**src/rtl/interrupt_pkg.sv**
```systemverilog
// rtl/interrupt_pkg.sv - shared sizes, FSM state type and priority helper for interrupt_unit
package interrupt_pkg;

  localparam int NUM_IRQ = 8;
  localparam int IRQ_ID_W = 3;
  localparam logic [NUM_IRQ-1:0] MASK_RESET = 8'hFF;

  typedef enum logic [1:0] {
    IDLE    = 2'd0,
    ASSERT  = 2'd1,
    CLEAR   = 2'd2,
    HOLDOFF = 2'd3
  } irq_state_t;

  // Lowest set index wins: line 0 has the highest priority.
  function automatic logic [IRQ_ID_W-1:0] first_set(input logic [NUM_IRQ-1:0] v);
    first_set = '0;
    for (int i = NUM_IRQ - 1; i >= 0; i--) begin
      if (v[i]) first_set = i[IRQ_ID_W-1:0];
    end
  endfunction

endpackage

```
**src/rtl/irq_sync.sv**
```systemverilog
// rtl/irq_sync.sv - one request line: optional 2-flop synchronizer (IRQ_SYNC_EN) plus rising-edge detect
module irq_sync (
  input  logic clk,
  input  logic reset,
  input  logic irq,
  output logic rise
);

  logic sampled;
  logic prev;

`ifdef IRQ_SYNC_EN
  logic meta;

  always_ff @(posedge clk or negedge reset) begin
    if (!reset) begin
      meta    <= 1'b0;
      sampled <= 1'b0;
    end else begin
      meta    <= irq;
      sampled <= meta;
    end
  end
`else
  assign sampled = irq;
`endif

  // prev resets low so a line already high at reset release reads as a fresh edge.
  always_ff @(posedge clk or negedge reset) begin
    if (!reset) prev <= 1'b0;
    else        prev <= sampled;
  end

  assign rise = sampled & ~prev;

endmodule

```
**src/rtl/interrupt_unit.sv**
```systemverilog
// rtl/interrupt_unit.sv - 8-line masked, fixed-priority, non-preemptive interrupt unit; IRQ_SYNC_EN adds input synchronizers
module interrupt_unit
  import interrupt_pkg::*;
(
  input  logic                clk,
  input  logic                reset,
  input  logic [NUM_IRQ-1:0]  irq_in,
  input  logic                MaskWE,
  input  logic [NUM_IRQ-1:0]  MaskWD,
  input  logic                IntReset,
  output logic                Interrupt,
  output logic [IRQ_ID_W-1:0] IntID,
  output logic [NUM_IRQ-1:0]  IntPending,
  output logic [NUM_IRQ-1:0]  IntMask
);

  irq_state_t         state;
  irq_state_t         state_next;
  logic [NUM_IRQ-1:0] rise;
  logic [NUM_IRQ-1:0] eligible;
  logic [NUM_IRQ-1:0] clr;

  for (genvar g = 0; g < NUM_IRQ; g++) begin : g_line
    irq_sync u_sync (
      .clk   (clk),
      .reset (reset),
      .irq   (irq_in[g]),
      .rise  (rise[g])
    );
  end

  assign eligible = IntPending & IntMask;

  always_ff @(posedge clk or negedge reset) begin
    if (!reset) state <= IDLE;
    else        state <= state_next;
  end

  always_comb begin
    state_next = state;
    clr        = '0;
    case (state)
      IDLE:    if (|eligible) state_next = ASSERT;
      ASSERT:  if (IntReset) state_next = CLEAR;
      CLEAR: begin
        clr[IntID] = 1'b1;
        state_next = HOLDOFF;
      end
      HOLDOFF: state_next = IDLE;
      default: state_next = IDLE;
    endcase
  end

  // A fresh edge is ORed in after the clear so it survives a same-cycle service clear.
  always_ff @(posedge clk or negedge reset) begin
    if (!reset) begin
      Interrupt  <= 1'b0;
      IntID      <= '0;
      IntPending <= '0;
      IntMask    <= MASK_RESET;
    end else begin
      Interrupt  <= (state_next == ASSERT);
      if (state == IDLE && |eligible) IntID <= first_set(eligible);
      IntPending <= (IntPending & ~clr) | rise;
      if (MaskWE) IntMask <= MaskWD;
    end
  end

endmodule

```
**config.mk**
```make
export PLATFORM = sky130hd
export DESIGN_NAME = interrupt_unit
export DESIGN_NICKNAME = d
export VERILOG_FILES = /design/src/rtl/interrupt_pkg.sv /design/src/rtl/irq_sync.sv /design/src/rtl/interrupt_unit.sv
export SDC_FILE = /design/constraint.sdc
export NUM_CORES = 1
export LEC_CHECK = 0
export CORE_MARGIN = 4
export CORE_UTILIZATION = 39
export CTS_BUF_LIST = sky130_fd_sc_hd__clkbuf_16
export DETAILED_ROUTE_END_ITERATION = 10
export PLACE_DENSITY = 0.8
export RECOVER_POWER = 100
export SLEW_MARGIN = 0
export SYNTH_ARGS = -nofsm -noshare
export SYNTH_HDL_FRONTEND = slang
export SYNTH_SLANG_ARGS = --single-unit
```
**constraint.sdc**
```tcl
create_clock -name clk -period 1.5 [get_ports clk]
set_clock_uncertainty 0.1 [all_clocks]
set_input_delay 0.3 -clock clk [delete_from_list [all_inputs] [get_ports clk]]
set_output_delay 0.3 -clock clk [all_outputs]
set_load 0.05 [all_outputs]
```
==> results.md <==
- Run status: finished, final reports clean
- Core ar.: 2853 µm²
- Relative slew margins: 52.95%
- Unrepaired setup endpoints after global routing: true
- FP Rows: 19
- Mapped Area: 1201 µm²
- CTS Hold Buffers Added: 0
- Starting Density: 42.11%
- Num Clock Sinks: 30
- Post-layout utilization of the core: 68.38%
- Leakage: 0.8589 nW
- Clock buffer depth: 2
- Clk Latency, worst-skew pair: 0.27 ns
- Syn. warnings: 0
- Post-route clock period utilization: 98.25%
- Type of origin of the critical path: flop
- Routability cong.: 0.8817
- DRC errors left: 0
- Layout cell share with drive strength beyond 1: 41.67%
- Top cells by area, synth: dfrtp_1, dfstp_2, mux2_2, o21ai_0, a22oi_1
- Seq/Total Area, Yosys: 63.33%
- Clock root cell: clkbuf_16
- FFs w/ async S/R, synth: 100.0%
- Total grt overflow: 0
- Required time of the critical path: 1.10 ns
- Port-buffer cells: 39
- F_max: 678.6 MHz
- Post-route ant nets: 0
- Worst vdd rail ir drop: 0.0009967 V
- Slew @ Worst Pin: 0.7058 ns
- Final wirelength: 3228 µm
- H-tree Lvls: 2
- Filler cells: 221
- Pwr Density: 1864 nW/µm²
- Data arrival, critical path: 1.07 ns
- Yosys top cell by area: dfrtp_1
- Average size of a mapped cell: 12.13 µm²
- Clk slew on worst S/H paths: 0.05 ns
- Final hold vios: 0
- CTS tree: done
- GRT Overall Usage: 17.43%
- Worst Hold Class: reg2reg
- Die W: 63.50 µm
- Drt wl/cell: 17.26 µm
- Post-synth EDFFs: 0
- Largest net degree at the start of global routing: 31
- Setup_tns: 0 ns
- Initial antenna violation count: 0
- # IOs: 40
- Crit path max fanout: 3
- Multi-input logic area: 407.9 µm²
- 1st-pass router iterations: 4
- Library cells used by synthesis: 24
- Area grow syn2layout: 62.40%
- Global-route wire length before repair: 5181 µm
- Pwr Total: 3.636 mW
- Vias in the first global route: 1032
- Top_reg_cell synth: dfrtp_1
- Vias per cell: 5.374
- Top cell type's share of synthesized area: 45.83%
- Die Ht: 63.50 µm
- Max-slew violations: 0
- DRT iter0 DRCs: 28
- Fin nets: 175
- # diodes: 0
- Detail Placement HPWL: 2435 µm
- Post-synthesis register bit count: 30
- Max cap viols: 0
- Syn Nets: 119
- Via count: 1005
- Setup crit end kind: output port
- Final setup viols: 0
- DIE AREA: 4032 µm²
- Fin crit period: 1.474 ns
- Synth Instances: 99
- WS Path Type: reg2out
- CTS Buf Count: 5
- Register Area: 768.2 µm²
-- metal layers --
metal / wire length (µm) / up-vias / global-route usage, %
li1: - / 471 / -
met1: 1321 / 494 / 20.05
met2: 1632 / 34 / 28.68
met3: 212 / 6 / 7.460
met4: 62 / 0 / 6.469
met5: 0 / - / 0
-- path summary, 6_finish.rpt --
| path | from | end | slack [ns] | cells after the start |
|---|---|---|---|---|
| setup / recovery | IntMask[2]$_DFFE_PN1P_ | IntMask[2] | 0.03 | 2 |
| setup reg to reg | IntPending[2]$_DFF_PN0_ | state[0]$_DFF_PN0_ | 0.06 | 3 |
| hold / removal | g_line[0].u_sync.prev$_DFF_PN0_ | IntPending[0]$_DFF_PN0_ | 0.30 | 1 |
| min in group asynchronous | reset | IntPending[6]$_DFF_PN0_ | 0.52 | 2 |
| max in group asynchronous | reset | IntPending[3]$_DFF_PN0_ | 0.29 | 2 |
| hold reg to reg | g_line[0].u_sync.prev$_DFF_PN0_ | IntPending[0]$_DFF_PN0_ | 0.30 | 1 |
-- sequential cells by signal (all words and copies together) (netlist names) --
name	count
state	2
Interrupt	1
IntMask	8
IntID	3
g_line.u_sync.prev	8
IntPending	8
-- cell type report --
cell class	instances	share of cell area, %
clock buffers	5	6.414
clock inverters	3	0.5773
inverters	9	1.732
multi-input cells	58	20.91
flip-flops and latches	30	39.38
well taps	31	1.988
repair buffers	51	28.99
-- cell usage in the layout, fill, tap and decap left out, drive strengths merged --
| master | n |
|---|---|
| mux2 | 8 |
| mux2i | 1 |
| nand4 | 1 |
| a21oi | 5 |
| dlygate4sd3 | 11 |
| nand2b | 2 |
| a32o | 2 |
| clkbuf | 14 |
| a222oi | 1 |
| nor2 | 2 |
| clkdlybuf4s50 | 8 |
| o21ai | 16 |
| dfrtp | 22 |
| inv | 12 |
| nand2 | 8 |
| a211oi | 1 |
| dfstp | 8 |
| a31oi | 1 |
| buf | 23 |
| o31a | 1 |
| or3b | 1 |
| o31ai | 2 |
| nand3b | 1 |
| a22oi | 5 |
-- synth_stat cells (2+ instances only) --
library cell  instances
inv_1                 9
dfrtp_1              22
dfstp_2               8
a22oi_1               5
a32o_1                2
nand2b_1              2
nor2_1                2
a21oi_1               5
nand2_1               8
o21ai_1               2
o21ai_0              14
mux2_2                8
-- what timing repair did --
item,in CTS,in global routing
gates resized for setup,0,5
endpoints found under the hold margin,0,0
endpoints found under the setup margin,0,3
setup buffers,0,1
-- per-stage QoR --
stage          hold WS (ns)  setup WS (ns)  cell area (µm²)  cells
3_3_place_gp         0.2907      -0.004802             1936    178
2_1_floorplan      -0.09559       0.009884             1220     99
5_1_grt              0.3245      -0.002676             1951    187
6_report             0.2955        0.02629             1951    187
3_5_place_dp         0.2983       -0.05263             1936    178
4_1_cts              0.2975       0.008185             2072    186
-- power by group --
group / leakage [nW] / total (mW) / internal [mW] / switching (mW)
combinational: 0.463 / 1.55 / 0.655 / 0.898
clock: 0.0776 / 0.895 / 0.592 / 0.303
sequential: 0.318 / 1.19 / 1.01 / 0.182
-- cells by family (layout without fill, tap and decap cells) --
family | after synthesis | in the layout | share of synthesized area, %
buf+inv | 11 | 68 | 3.541
flops | 30 | 30 | 63.33
mux | 9 | 9 | 8.334
simple gates | 15 | 15 | 6.771
compound gates | 34 | 34 | 18.02
-- critical path: stages, from the launching register on --
cell and delay (ns):
dfstp_2 0.56, buf_6 0.12, buf_12 0.13
Power figures use the tool's default switching activity.
